--- config.mk ---
export PLATFORM = sky130hd
export DESIGN_NAME = sevenseg_scan_ctrl
export DESIGN_NICKNAME = d
export VERILOG_FILES = /design/src/rtl/sevenseg_scan_ctrl.sv
export SDC_FILE = /design/constraint.sdc
export NUM_CORES = 1
export LEC_CHECK = 0
export CAP_MARGIN = 10
export CORE_UTILIZATION = 46
export CTS_BUF_LIST = sky130_fd_sc_hd__clkbuf_8
export CTS_CLUSTER_DIAMETER = 30
export DETAILED_ROUTE_END_ITERATION = 7
export PLACE_DENSITY = 0.8
export SYNTH_ARGS = -nofsm -noshare
export SYNTH_HDL_FRONTEND = slang
export SYNTH_SLANG_ARGS = --single-unit
--- constraint.sdc ---
create_clock -name clk -period 4.4 [get_ports clk]
set_clock_uncertainty 0.05 [all_clocks]
set_input_delay 0.88 -clock clk [delete_from_list [all_inputs] [get_ports clk]]
set_output_delay 0.88 -clock clk [all_outputs]
set_load 0.05 [all_outputs]
--- src/rtl/sevenseg_scan_ctrl.sv ---
// Multiplexed seven-segment scan driver: hex decode, per-digit decimal points, PWM
// brightness, leading-zero blanking and frame-synchronous double-buffered updates.
module sevenseg_scan_ctrl #(
  parameter int NUM_DIGITS     = 4,
  parameter int DIV_LOG2       = 15,
  parameter int BRIGHT_BITS    = 4,
  parameter int GND_ACTIVE_LOW = 1
) (
  input  logic                    clk,
  input  logic                    rst_n,
  input  logic [4*NUM_DIGITS-1:0] din,
  input  logic [NUM_DIGITS-1:0]   dp_in,
  input  logic                    load,
  input  logic                    blank_lz,
  input  logic [BRIGHT_BITS-1:0]  brightness,
  output logic [NUM_DIGITS-1:0]   grounds,
  output logic [6:0]              display,
  output logic                    dp,
  output logic                    frame_tick
);

  localparam int                    IDX_W       = (NUM_DIGITS > 1) ? $clog2(NUM_DIGITS) : 1;
  localparam logic [IDX_W-1:0]      LAST_IDX    = IDX_W'(NUM_DIGITS - 1);
  localparam logic                  GND_OFF     = (GND_ACTIVE_LOW != 0) ? 1'b1 : 1'b0;
  localparam logic [NUM_DIGITS-1:0] GND_ALL_OFF = {NUM_DIGITS{GND_OFF}};

  function automatic logic [6:0] seg_decode(input logic [3:0] nib);
    logic [6:0] seg;
    case (nib)
      4'h0:    seg = 7'b1111110;
      4'h1:    seg = 7'b0110000;
      4'h2:    seg = 7'b1101101;
      4'h3:    seg = 7'b1111001;
      4'h4:    seg = 7'b0110011;
      4'h5:    seg = 7'b1011011;
      4'h6:    seg = 7'b1011111;
      4'h7:    seg = 7'b1110000;
      4'h8:    seg = 7'b1111111;
      4'h9:    seg = 7'b1111011;
      4'hA:    seg = 7'b1110111;
      4'hB:    seg = 7'b0011111;
      4'hC:    seg = 7'b1001110;
      4'hD:    seg = 7'b0111101;
      4'hE:    seg = 7'b1001111;
      4'hF:    seg = 7'b1000111;
      default: seg = 7'b0000000;
    endcase
    return seg;
  endfunction

  logic [DIV_LOG2-1:0]     presc_q, presc_d;
  logic [IDX_W-1:0]        idx_q, idx_d;
  logic [4*NUM_DIGITS-1:0] pend_nib_q, pend_nib_d;
  logic [NUM_DIGITS-1:0]   pend_dp_q, pend_dp_d;
  logic                    pend_valid_q, pend_valid_d;
  logic [4*NUM_DIGITS-1:0] act_nib_q, act_nib_d;
  logic [NUM_DIGITS-1:0]   act_dp_q, act_dp_d;
  logic [NUM_DIGITS-1:0]   grounds_q, grounds_d;
  logic [6:0]              display_q, display_d;
  logic                    dp_q, dp_d;
  logic                    frame_tick_q, frame_tick_d;

  logic                    slot_tick_s;
  logic                    frame_bnd_s;
  logic [BRIGHT_BITS-1:0]  phase_s;
  logic                    pwm_on_s;
  logic [NUM_DIGITS-1:0]   lz_s;
  logic [NUM_DIGITS-1:0]   sel_s;
  logic [3:0]              cur_nib_s;
  logic                    cur_dp_s;
  logic                    cur_lz_s;

  // Prescaler and digit index sequencing.
  always_comb begin
    slot_tick_s = &presc_q;
    frame_bnd_s = slot_tick_s && (idx_q == LAST_IDX);
    presc_d     = presc_q + DIV_LOG2'(1);
    if (slot_tick_s) begin
      if (idx_q == LAST_IDX) begin
        idx_d = '0;
      end else begin
        idx_d = idx_q + IDX_W'(1);
      end
    end else begin
      idx_d = idx_q;
    end
    frame_tick_d = frame_bnd_s;
  end

  // Double buffer: pending collects loads, active swaps only on a frame boundary.
  always_comb begin
    pend_nib_d   = pend_nib_q;
    pend_dp_d    = pend_dp_q;
    pend_valid_d = pend_valid_q;
    act_nib_d    = act_nib_q;
    act_dp_d     = act_dp_q;
    if (load) begin
      pend_nib_d = din;
      pend_dp_d  = dp_in;
      if (frame_bnd_s) begin
        // Load on the boundary itself goes straight to the scan, skipping a frame of delay.
        act_nib_d    = din;
        act_dp_d     = dp_in;
        pend_valid_d = 1'b0;
      end else begin
        pend_valid_d = 1'b1;
      end
    end else if (frame_bnd_s && pend_valid_q) begin
      act_nib_d    = pend_nib_q;
      act_dp_d     = pend_dp_q;
      pend_valid_d = 1'b0;
    end else begin
      pend_valid_d = pend_valid_q;
    end
  end

  // Leading-zero run: lz_s[i] set when nibbles NUM_DIGITS-1..i of active are all zero.
  always_comb begin
    logic zero_run;
    zero_run = 1'b1;
    lz_s     = '0;
    for (int i = NUM_DIGITS - 1; i >= 0; i--) begin
      zero_run = zero_run & (act_nib_q[4*i +: 4] == 4'h0);
      lz_s[i]  = zero_run;
    end
  end

  // Select the nibble, decimal point and blanking flag for the digit being scanned.
  always_comb begin
    sel_s     = '0;
    cur_nib_s = 4'h0;
    cur_dp_s  = 1'b0;
    cur_lz_s  = 1'b0;
    for (int i = 0; i < NUM_DIGITS; i++) begin
      if (idx_q == IDX_W'(i)) begin
        sel_s[i]  = 1'b1;
        cur_nib_s = act_nib_q[4*i +: 4];
        cur_dp_s  = act_dp_q[i];
        cur_lz_s  = (i != 0) ? lz_s[i] : 1'b0;
      end else begin
        sel_s[i] = 1'b0;
      end
    end
  end

  // Output drive: PWM-gated ground, decoded segments and decimal point.
  always_comb begin
    phase_s  = presc_q[DIV_LOG2-1 -: BRIGHT_BITS];
    pwm_on_s = (phase_s < brightness);
    if (pwm_on_s) begin
      grounds_d = (GND_OFF == 1'b1) ? ~sel_s : sel_s;
    end else begin
      grounds_d = GND_ALL_OFF;
    end
    if (blank_lz && cur_lz_s) begin
      display_d = 7'b0000000;
    end else begin
      display_d = seg_decode(cur_nib_s);
    end
    dp_d = cur_dp_s;
  end

  // State and registered outputs.
  always_ff @(posedge clk or negedge rst_n) begin
    if (!rst_n) begin
      presc_q      <= '0;
      idx_q        <= '0;
      pend_nib_q   <= '0;
      pend_dp_q    <= '0;
      pend_valid_q <= 1'b0;
      act_nib_q    <= '0;
      act_dp_q     <= '0;
      grounds_q    <= GND_ALL_OFF;
      display_q    <= 7'b0000000;
      dp_q         <= 1'b0;
      frame_tick_q <= 1'b0;
    end else begin
      presc_q      <= presc_d;
      idx_q        <= idx_d;
      pend_nib_q   <= pend_nib_d;
      pend_dp_q    <= pend_dp_d;
      pend_valid_q <= pend_valid_d;
      act_nib_q    <= act_nib_d;
      act_dp_q     <= act_dp_d;
      grounds_q    <= grounds_d;
      display_q    <= display_d;
      dp_q         <= dp_d;
      frame_tick_q <= frame_tick_d;
    end
  end

  assign grounds    = grounds_q;
  assign display    = display_q;
  assign dp         = dp_q;
  assign frame_tick = frame_tick_q;

endmodule
==> Word-level counts from Yosys, hierarchy flattened <==
Memory sizes are Yosys's and may differ from the RTL's.
Cells that the tools add are included.
{ "totals": {"regBits": 71, "latchBits": 0, "ram_bits": 0, "romBits": 112, "inputBits": 28, "out_inout_bits": 13, "wordCells": 59, "mem_count": 1} }
{ "memory_table": {"columns": ["name", "words", "word_bits", "read_ports", "rd_clocked_by_memory_dff", "wr", "line_no", "source"], "rows": [
  ["(name not given)", 16, 7, 1, 0, 0, "29", "case (nib)"]
]} }
{ "classes": {"n_addsub": 2, "multipliers": 0, "n_div": 0, "magnitude_cmp": 1, "n_eq_ne": 4, "shifts": 0, "mux": 27, "bitwise_logic": 3, "n_reduce_logical": 10} }
{ "op_table": {"columns": ["op", "n"], "rows": [
  ["two-way mux 16 bit", 3],
  ["two-way mux 4 bit", 8],
  ["adder 15 x 1 -> 15 bit, second input constant", 1],
  ["AND reduction 15 bit", 1],
  ["two-way mux 1 bit", 14],
  ["zero test 4 bit", 3],
  ["two-way mux 7 bit", 1],
  ["== test 2 bit, second input constant", 2],
  ["less-than comparator 4 bit", 1],
  ["NOT 4 bit", 1],
  ["logical AND 1 bit", 3],
  ["adder 2 x 1 -> 2 bit, second input constant", 1],
  ["bitwise AND 1 bit", 2],
  ["== test 2 x 1 -> 1 bit, second input constant", 1],
  ["zero test 2 bit", 1],
  ["two-way mux 2 bit", 1],
  ["!= test 2 x 1 -> 1 bit, second input constant", 1],
  ["AND reduction 2 bit", 1],
  ["nonzero test 2 bit", 1]
]} }

==> Logic depth before layout (Yosys ltp) <==
Gate-level depths: netlist (run 1).
{ "logic_depth": {"depth_word": 8, "depth_mapped": 11, "depth_no_buf": 10} }

==> Worst setup path after synthesis (run 1) <==
OpenSTA, ideal clock, no wires.
{ "synth_timing": {"path_type": "flip-flop to flip-flop", "startpoint": "register idx_q[1]", "endpoint": "register display_q[1] (netlist: display[1])", "setup_ps": 94, "arrival_time_ps": 2121, "t_required_ps": 4256, "slack_ps": 2135, "stages_incl_launch_ff": 11, "n_path_buf": 1, "period_less_slack_ps": 2265, "cell_sequence": "dfrtp_1 > inv_1 > ha_1 > clkbuf_1 > nor2b_1 > a22oi_1 > a21oi_1 > inv_1 > ha_1 > mux2_2 > a211oi_1"} }
{ "synth_between": {"elab_chain_len": 7, "word_cells_on_any_way": 14, "cone_classes": "eq/ne (3); mux (8); reduce/logical (2); memory (1)"} }
{ "synth_rtl": {"columns": ["element", "line_no", "source"], "rows": [
  ["from (decl)", "52", "logic [IDX_W-1:0] idx_q, idx_d;"],
  ["from (signal assigned)", "179", "idx_q <= idx_d;"],
  ["zero test 2 bit", "135", "if (idx_q == IDX_W'(i)) begin"],
  ["two-way mux 4 bit (4 in a row)", "135", null],
  ["memory read (16 x 7 bit)", null, null],
  ["two-way mux 7 bit *", "155", "if (blank_lz && cur_lz_s) begin"],
  ["named net display_d[1]", "59", "logic [6:0] display_q, display_d;"],
  ["to (signal assigned)", "186", "display_q <= display_d;"],
  ["to (decl)", "59", null]
]} }
Mark *: on every way through the listed nets, which the timed path passes. The rest lies on a longest branch.
A chain may end at the register's enable or synchronous reset.

==> Worst setup path in the final report (run 1) <==
Same ends and word-level chain as after synthesis.

==> results.json, run 1 <==
{
  "cp-end-kind": "register",
  "path_clk_slew_ps": 70,
  "cp.depth": 9,
  "path_cells": "inv_1 -> ha_1 -> nor2b_1 -> a22oi_1 -> a21oi_1 -> inv_1 -> ha_1 -> mux2_2 -> a211oi_1",
  "top_layer": "met4",
  "portBuffers": 40,
  "hold_path.class": "reg -> reg",
  "fin_area_um2": 3900,
  "cp_slowest_cell": "a21oi_1",
  "crit_arrival_ps": 2840,
  "crit_type": "reg -> reg",
  "cts.sinks": 71,
  "status": "complete, no violations",
  "worst_pin_slew_ps": 1040,
  "cpLargestDelayFamily": "compound AO/OA/AOI/OAI gates",
  "whs_path_depth": 2,
  "ys_warn_count": 0,
  "pin_count": 41,
  "hold_violations": 0,
  "layout_commonest_cell": "dfrtp_1",
  "die_h_um": 86.1,
  "synth.avg_cell_area_um2": 13.1,
  "die_w_um": 86.1,
  "cts-htree-levels": 3,
  "cts_setup_buffers": 0,
  "dr_total_vias": 1984,
  "placed_cell_area_um2": 3750,
  "crit_buf_inv": 2,
  "max_slew_margin_pct": 30.4,
  "numCtsBuffers": 9,
  "grt_max_degree": 50,
  "wl_mm": 5.56,
  "fin_nets": 338,
  "synth_cells": 249,
  "power.ir.vdd_worst_mv": 0.179,
  "initial_utilization_pct": 47.6,
  "place_congestion": 0.796,
  "startpoint_type": "register",
  "fmax_mhz": 379,
  "cp-startpoint": "idx_q[1]$_DFFE_PN0N_",
  "seq_area_frac_synth_pct": 54.7,
  "worst_path_largest_cell_delay_ps": 410,
  "slew_violations": 0,
  "ys_types": 40,
  "power_mw": 1.16,
  "hold_buffers": 0,
  "drt-pass1-iter-count": 4,
  "grtUsageTotal_pct": 17.4,
  "antennaDiodeCount": 0,
  "cts_tree": "done",
  "dp_slack_ps": 1440,
  "overflow": 0,
  "powerDensity_nw_per_um2": 296,
  "period_share_pct": 59.9,
  "synth_nets": 291,
  "post-dp-hpwl_mm": 3.89,
  "rsz0062_at_grt": "no",
  "cts-root-buf": "clkbuf_8",
  "utilization_pct": 57.1,
  "final_cell_mix": "dfrtp_1 (67), clkdlybuf4s50_1 (39), mux2_2 (24)",
  "antenna_left": 0,
  "drcViolationCount": 0,
  "p_leak_nw": 1.76,
  "grt_first_pass_wirelength_mm": 9.68,
  "hold_slack_ps": 439,
  "wl_met3_um": 187,
  "wl_met1_mm": 2.71,
  "r2r_cells": 9,
  "ys_ff_latch": 71,
  "grt_pass1_vias": 2042,
  "met2_length_mm": 2.54,
  "min_period_ps": 2640,
  "clk_latency_ps": 340,
  "avgViaCountPerCell": 5.02,
  "timing.final.ws_setup_ps": 1760,
  "syn_area_um2": 3250,
  "core_um2": 6830,
  "wl_per_cell_um": 14.1,
  "r2r-start": "idx_q[1]$_DFFE_PN0N_",
  "area_growth_pct": 19.8,
  "drv_cap": 0,
  "setup_tns_ps": 0,
  "drt-initial-drc-count": 125,
  "finalSetupViolations": 0,
  "post_cts_resized": 0,
  "dieArea_um2": 7410,
  "antenna_found_initial": 0,
  "crit_fanout": 10,
  "final_cells": 395,
  "crit_required_ps": 4600,
  "place_inst": 381,
  "rows": 30,
  "layout-drive-gt1-share_pct": 23.1,
  "clockBufferDepth": 2,
  "min_from": "pend_valid_q$_DFFE_PN0P_"
}
-- path summary, 6_finish.rpt --
path / endpoint / slack (ps)
worst max-delay path: display[1]$_DFF_PN0_ / 1760
worst min register to register: pend_valid_q$_DFFE_PN0P_ / 440
worst max register to register: display[1]$_DFF_PN0_ / 1760
min in group asynchronous: display[0]$_DFF_PN0_ / 670
max in group asynchronous: grounds[3]$_DFF_PN1_ / 2690
worst min-delay path: pend_valid_q$_DFFE_PN0P_ / 440
-- routing by layer --
metal | global-route usage [%] | vias to the layer above
met1 | 23.2 | 971
li1 | - | 966
met5 | 0 | -
met3 | 5.00 | 9
met4 | 8.18 | 0
met2 | 26.3 | 38
-- registers in the layout, summed over array words and instances, names as in the netlist --
name / cells
act_nib_q: 16
pend_nib_q: 16
presc_q: 15
display: 7
act_dp_q: 4
grounds: 4
pend_dp_q: 4
idx_q: 2
dp: 1
frame_tick: 1
pend_valid_q: 1
-- synthesized netlist by cell type --
cell type / count / area share, %
o21ai_0: 3 / 0.46
nor4_1: 3 / 0.58
buf_2: 1 / 0.15
and3_1: 2 / 0.38
a21o_1: 2 / 0.46
nor2_1: 13 / 1.5
mux2_2: 24 / 8.3
buf_6: 2 / 0.69
buf_1: 2 / 0.23
dfstp_2: 4 / 3.2
ha_1: 14 / 5.4
xnor2_1: 10 / 2.7
nand2b_1: 4 / 0.77
or4_4: 1 / 0.35
and4_4: 1 / 0.35
nand4_1: 3 / 0.58
a211oi_1: 3 / 0.69
or2_2: 1 / 0.19
o22ai_1: 3 / 0.58
o21bai_1: 1 / 0.23
nand2_1: 12 / 1.4
o31ai_1: 1 / 0.23
xor2_1: 3 / 0.81
mux2_4: 20 / 9.2
a311oi_1: 2 / 0.54
nand3_4: 1 / 0.54
inv_1: 12 / 1.4
a21oi_1: 5 / 0.77
nand3_1: 8 / 1.2
o221a_2: 1 / 0.35
nor2b_1: 3 / 0.58
nor3b_1: 2 / 0.46
a22oi_1: 4 / 0.92
nand3b_1: 2 / 0.46
nor3_1: 2 / 0.31
dfrtp_1: 67 / 52
a41o_1: 1 / 0.31
clkbuf_1: 3 / 0.35
mux2i_1: 2 / 0.62
o211ai_1: 1 / 0.23
-- cells by family after synthesis --
group | Yosys count | synth area share, %
multiplexers | 46 | 18.1
adder cells (fa/ha/maj) | 14 | 5.38
flip-flops | 71 | 54.7
AO/OA/AOI/OAI | 27 | 5.77
AND/OR/NAND/NOR | 58 | 9.65
XOR/XNOR | 13 | 3.50
buffers and inverters | 20 | 2.81
-- worst reg2reg max path: cells and delay by family, from the launching register on --
family / cells / cell delay [ps]
adder cells (fa/ha/maj): 2 / 550
AND/OR/NAND/NOR: 1 / 270
flip-flops: 1 / 400
multiplexers: 1 / 270
AO/OA/AOI/OAI: 3 / 750
buffers and inverters: 2 / 270
-- report_power, final --
part / internal (mW) / total [mW] / switching [mW] / leakage [nW]
Combinational: 0.0407 / 0.0733 / 0.0325 / 0.789
Sequential: 0.671 / 0.676 / 0.00416 / 0.882
Clock: 0.190 / 0.407 / 0.217 / 0.0885
-- final cells by class --
class,count,area [µm²]
multi-input cells,158,1380
clock inverters,5,21.3
repair buffers,44,425
clock buffers,9,124
flip-flops and latches,71,1780
well taps,96,120
inverters,12,45.0
fillers,581,2930
No activity file was read; power rests on OpenSTA's default activity.
==> run 2, diff against run 1 <==
- clock period: 4.4 -> 2.6 ns (I/O delays scaled with it)
==> run 2 against run 1 <==
Clock-buffer cell count increased by 1. Critical endpoint unchanged. Final cell count increased by 1.0%. Power is 100% higher. First-iteration DRC count decreased by 64%.
==> results.json, run 2 (synthesis gave the netlist of run 1 again) <==
{
  "status": "complete, no violations",
  "p_switching_mw": 0.465,
  "cts-htree-levels": 3,
  "powerDensity_nw_per_um2": 578,
  "p_leak_nw": 1.81,
  "cp-end-kind": "register",
  "numCtsBuffers": 9,
  "cp-startpoint": "idx_q[0]$_DFFE_PN0N_",
  "startpoint_type": "register",
  "cts.sinks": 71,
  "hold_buffers": 0,
  "place_inst": 383,
  "worst_pin_slew_ps": 506,
  "r2r_cells": 9,
  "rsz0062_at_grt": "no",
  "r2r_slack_ps": 250,
  "overflow": 0,
  "period_share_pct": 90.3,
  "min_period_ps": 2350,
  "antenna_left": 0,
  "wl_per_cell_um": 14.2,
  "avgViaCountPerCell": 5.04,
  "max_slew_margin_pct": 66.2,
  "crit_required_ps": 2800,
  "dp_slack_ps": 134,
  "drt-pass1-iter-count": 4,
  "fmax_mhz": 426,
  "post-dp-hpwl_mm": 3.95,
  "grt_first_pass_wirelength_mm": 9.40,
  "cts-root-buf": "clkbuf_8",
  "final_cells": 399,
  "slew_violations": 0,
  "switching_share_pct": 19.9,
  "antenna_found_initial": 0,
  "final_cell_mix": "dfrtp_1 (67), clkdlybuf4s50_1 (39), mux2_2 (24)",
  "crit_fanout": 5,
  "timing.final.ws_setup_ps": 253,
  "setup_tns_ps": 0,
  "pin_count": 41,
  "endpoint": "display[1]$_DFF_PN0_",
  "p_seq_share_pct": 49.0,
  "crit_type": "reg -> reg",
  "reg_top3": "act_nib_q: 16 flops, pend_nib_q: 16 flops, presc_q: 15 flops",
  "fin_nets": 340,
  "path_clk_slew_ps": 80,
  "grtUsageTotal_pct": 16.6,
  "die_h_um": 86.1,
  "wl_mm": 5.65,
  "r2r-start": "idx_q[0]$_DFFE_PN0N_",
  "layout-drive-gt1-share_pct": 26.1,
  "drcViolationCount": 0,
  "core_um2": 6830,
  "initial_utilization_pct": 47.6,
  "crit_arrival_ps": 2550,
  "dieArea_um2": 7410,
  "portBuffers": 40,
  "clkPwrFrac_pct": 45.6,
  "comb_power_share_pct": 5.4,
  "hold_violations": 0,
  "rr_endpoint": "display[1]$_DFF_PN0_",
  "clockBufferDepth": 2,
  "finalSetupViolations": 0,
  "rows": 30,
  "intPower_mw": 1.87,
  "cts_tree": "done",
  "hold_path.class": "in -> async",
  "area_growth_pct": 24.0,
  "die_w_um": 86.1,
  "drt-initial-drc-count": 45,
  "drv_cap": 0,
  "post_cts_resized": 0,
  "antennaDiodeCount": 0,
  "grt_pass1_vias": 1979,
  "grt_max_degree": 37,
  "layout_commonest_cell": "dfrtp_1",
  "place_congestion": 0.874,
  "cts_setup_buffers": 0,
  "dr_total_vias": 2009,
  "power.ir.vdd_worst_mv": 0.294,
  "clk_latency_ps": 350
}
[run 2: cell types whose count changed in the layout (fill, tap and decap cells not counted)]
| cell | change |
|---|---|
| nor2b_2 | +1 |
| clkbuf_8 | +1 |
| nor2b_1 | -1 |
| clkinvlp_4 | +1 |
| a21oi_1 | -2 |
| a21oi_2 | +2 |
| buf_12 | +1 |
| inv_1 | -3 |
| buf_4 | +1 |
| bufinv_16 | +3 |
[run 2: critical path, cell delays in order (launching register included)]
cell and delay (ps):
dfrtp_1 430, inv_1 120, ha_1 210, nor2b_2 210, a22oi_1 110, a21oi_2 260, inv_1 130, ha_1 230
mux2_2 270, a211oi_1 230
[run 2: power groups by stage]
stage                     Combinational, mW  Clock [mW]  Sequential, mW
after global placement                0.126           0            1.16
after global routing                  0.140        1.13            1.15
after floorplan                      0.0493           0            1.16
after CTS                             0.130        1.08            1.14
final                                 0.126        1.06            1.14
after detailed placement              0.129           0            1.16
[run 2: worst min-delay path by stage]
| stage | start | endpoint | slack (ps) |
|---|---|---|---|
| 2_1_floorplan | rst_n | act_dp_q[0]$_DFFE_PN0P_ | 170 |
| 3_3_place_gp | presc_q[5]$_DFF_PN0_ | presc_q[5]$_DFF_PN0_ | 410 |
| 3_5_place_dp | rst_n | display[4]$_DFF_PN0_ | 430 |
| 4_1_cts | rst_n | act_nib_q[2]$_DFFE_PN0P_ | 50 |
| 5_1_grt | rst_n | act_nib_q[2]$_DFFE_PN0P_ | 70 |
| 6_report | rst_n | display[4]$_DFF_PN0_ | 50 |
[run 2: through the flow]
| step | util (%) | hold WS, ps | instance area, µm² | total power, mW |
|---|---|---|---|---|
| floorplan | - | 174 | 3250 | 1.21 |
| global placement | 55.3 | 412 | 3780 | 1.29 |
| detailed placement | 55.3 | 425 | 3780 | 1.29 |
| CTS | 58.9 | 47.9 | 4030 | 2.36 |
| global route | 59.1 | 71.1 | 4040 | 2.42 |
| finish | 59.1 | 48.1 | 4040 | 2.33 |
[run 2: cell type report]
| cell class | instances | area, µm² |
|---|---|---|
| Inverter | 12 | 45.0 |
| Clock buffer | 10 | 138 |
| Sequential cell | 71 | 1780 |
| Fill cell | 566 | 2800 |
| Timing Repair Buffer | 46 | 453 |
| Tap cell | 96 | 120 |
| Multi-Input combinational cell | 158 | 1390 |
| Clock inverter | 6 | 108 |
[run 2: metal layers]
| metal | global-route usage, % | part of all wire, % | up-vias |
|---|---|---|---|
| met5 | 0 | 0 | - |
| met4 | 6.36 | 1.5 | 0 |
| met3 | 4.81 | 4.3 | 9 |
| met2 | 25.3 | 46 | 49 |
| met1 | 22.5 | 48 | 982 |
| li1 | - | - | 969 |
==> run 3, diff against run 2 <==
- CORE_UTILIZATION: 46 -> 45
- MAX_ROUTING_LAYER: not set -> met4
- PLACE_DENSITY: 0.8 -> 0.79
==> run 3 against run 2 <==
Wire length down 2.4%. Sequential share of layout area rose by 1.1 points. Sequential cell count is the same. Cell area is 2.4% lower. Non-clock buffer count stayed put. Utilization shrank 2.0 points. Worst hold slack improved by 38 ps. Final cell count shrank 0.25%. Combinational power is essentially flat. Power down 14%. Clock power is 30% lower. Critical path type unchanged.
==> results.json, run 3 (synthesis gave the netlist of run 1 again) <==
{
  "power.ir.vdd_worst_mv": 0.221,
  "startpoint_type": "register",
  "crit_arrival_ps": 2530,
  "path_clk_slew_ps": 70,
  "layout_commonest_cell": "dfrtp_1",
  "grt_max_degree": 30,
  "cts_setup_buffers": 0,
  "cpLargestDelayFamily": "compound AO/OA/AOI/OAI gates",
  "avgViaCountPerCell": 5.05,
  "path_cells": "inv_1 -> ha_1 -> nor2b_2 -> a22oi_1 -> a21oi_2 -> inv_1 -> ha_1 -> mux2_2 -> a211oi_1",
  "switching_share_pct": 22.3,
  "dr_total_vias": 2008,
  "crit_type": "reg -> reg",
  "initial_utilization_pct": 47.1,
  "status": "complete, no violations",
  "finalSetupViolations": 0,
  "wl_per_cell_um": 13.9,
  "drv_cap": 0,
  "crit_buf_inv": 2,
  "antenna_left": 0,
  "cp_slowest_cell": "dfrtp_1",
  "max_slew_margin_pct": 66.7,
  "die_h_um": 87.0,
  "p_switching_mw": 0.448,
  "pin_count": 41,
  "rsz0062_at_grt": "no",
  "worst_path_largest_cell_delay_ps": 400,
  "cts.sinks": 71,
  "dieArea_um2": 7580,
  "grt_first_pass_wirelength_mm": 9.40,
  "rows": 30,
  "intPower_mw": 1.56,
  "comb_power_share_pct": 6.2,
  "area_growth_pct": 21.1,
  "die_w_um": 87.0,
  "grtUsageTotal_pct": 16.9,
  "cts-htree-levels": 3,
  "wl_mm": 5.51,
  "cts_tree": "done",
  "clockBufferDepth": 2,
  "powerDensity_nw_per_um2": 510,
  "p_seq_share_pct": 56.8,
  "antennaDiodeCount": 0,
  "clkPwrFrac_pct": 37.0,
  "r2r-start": "idx_q[1]$_DFFE_PN0N_",
  "portBuffers": 40,
  "antenna_found_initial": 0,
  "post-dp-hpwl_mm": 3.96,
  "slew_violations": 0,
  "min_period_ps": 2330,
  "crit_fanout": 10,
  "hold_violations": 0,
  "p_leak_nw": 1.77,
  "drt-pass1-iter-count": 4,
  "hold_path.class": "in -> async",
  "place_congestion": 0.836,
  "power_mw": 2.01,
  "hold_slack_ps": 85.7,
  "period_share_pct": 89.6,
  "clk_latency_ps": 350,
  "fmax_mhz": 429,
  "cts-root-buf": "clkbuf_8",
  "overflow": 0,
  "core_um2": 6910,
  "hold_buffers": 0,
  "layout-drive-gt1-share_pct": 25.8,
  "final_cell_mix": "dfrtp_1 (67), clkdlybuf4s50_1 (39), mux2_2 (24)",
  "crit_required_ps": 2800,
  "drcViolationCount": 0,
  "reg_top3": "act_nib_q: 16 flops, pend_nib_q: 16 flops, presc_q: 15 flops",
  "grt_pass1_vias": 2023,
  "drt-initial-drc-count": 87,
  "setup_tns_ps": 0,
  "cp-startpoint": "idx_q[1]$_DFFE_PN0N_",
  "worst_pin_slew_ps": 498,
  "numCtsBuffers": 9,
  "fin_nets": 340,
  "cp-end-kind": "register"
}
[run 3: metal layers]
layer / global-route usage (%) / share of wire, % / up-vias
met5: - / 0 / -
met4: 7.42 / 1.3 / 0
met3: 5.12 / 4.6 / 9
met2: 24.4 / 45 / 58
met1: 22.1 / 49 / 968
li1: - / - / 973
[run 3: stage by stage]
step                utilization, %  std cells  worst slack, ps  instance area, µm²
floorplan                        -        249              335                3250
global placement              54.6        383              267                3770
detailed placement            54.6        383              123                3770
CTS                           56.9        398              104                3930
global route                  57.1        398             85.3                3940
finish                        57.1        398              270                3940
[run 3: worst register-to-register path, cell delays in order (launching register included)]
cell,delay [ps]
dfrtp_1,400
inv_1,80
ha_1,300
nor2b_2,200
a22oi_1,100
a21oi_2,260
inv_1,140
ha_1,230
mux2_2,260
a211oi_1,220
[run 3: area by class of cell]
cell class              count  area, µm²
repair buffers             46        440
well taps                  96        120
flip-flops and latches     71       1780
clock inverters             5       25.0
fillers                   566       2970
multi-input cells         158       1390
inverters                  12       45.0
clock buffers              10        138
[run 3: power by group through the flow]
stage / clock network [mW] / logic (mW) / registers, mW
detailed placement: 0 / 0.128 / 1.16
finish: 0.745 / 0.124 / 1.14
floorplan: 0 / 0.0493 / 1.16
global placement: 0 / 0.124 / 1.16
global route: 0.811 / 0.138 / 1.14
CTS: 0.761 / 0.128 / 1.14
[run 3: final timing paths]
check / depth (start not counted) / slack, ps / endpoint
worst min-delay path: 1 / 90 / idx_q[1]$_DFFE_PN0N_
worst min register to register: 1 / 430 / presc_q[5]$_DFF_PN0_
worst max register to register: 9 / 270 / display[1]$_DFF_PN0_
max in group asynchronous: 2 / 1670 / pend_nib_q[9]$_DFFE_PN0P_
worst max-delay path: 9 / 270 / display[1]$_DFF_PN0_
min in group clk: 1 / 430 / presc_q[5]$_DFF_PN0_
[run 3: timing repair]
action,CTS,global route
setup endpoints to repair,0,5
resized for setup,0,3
hold endpoints to repair,0,0
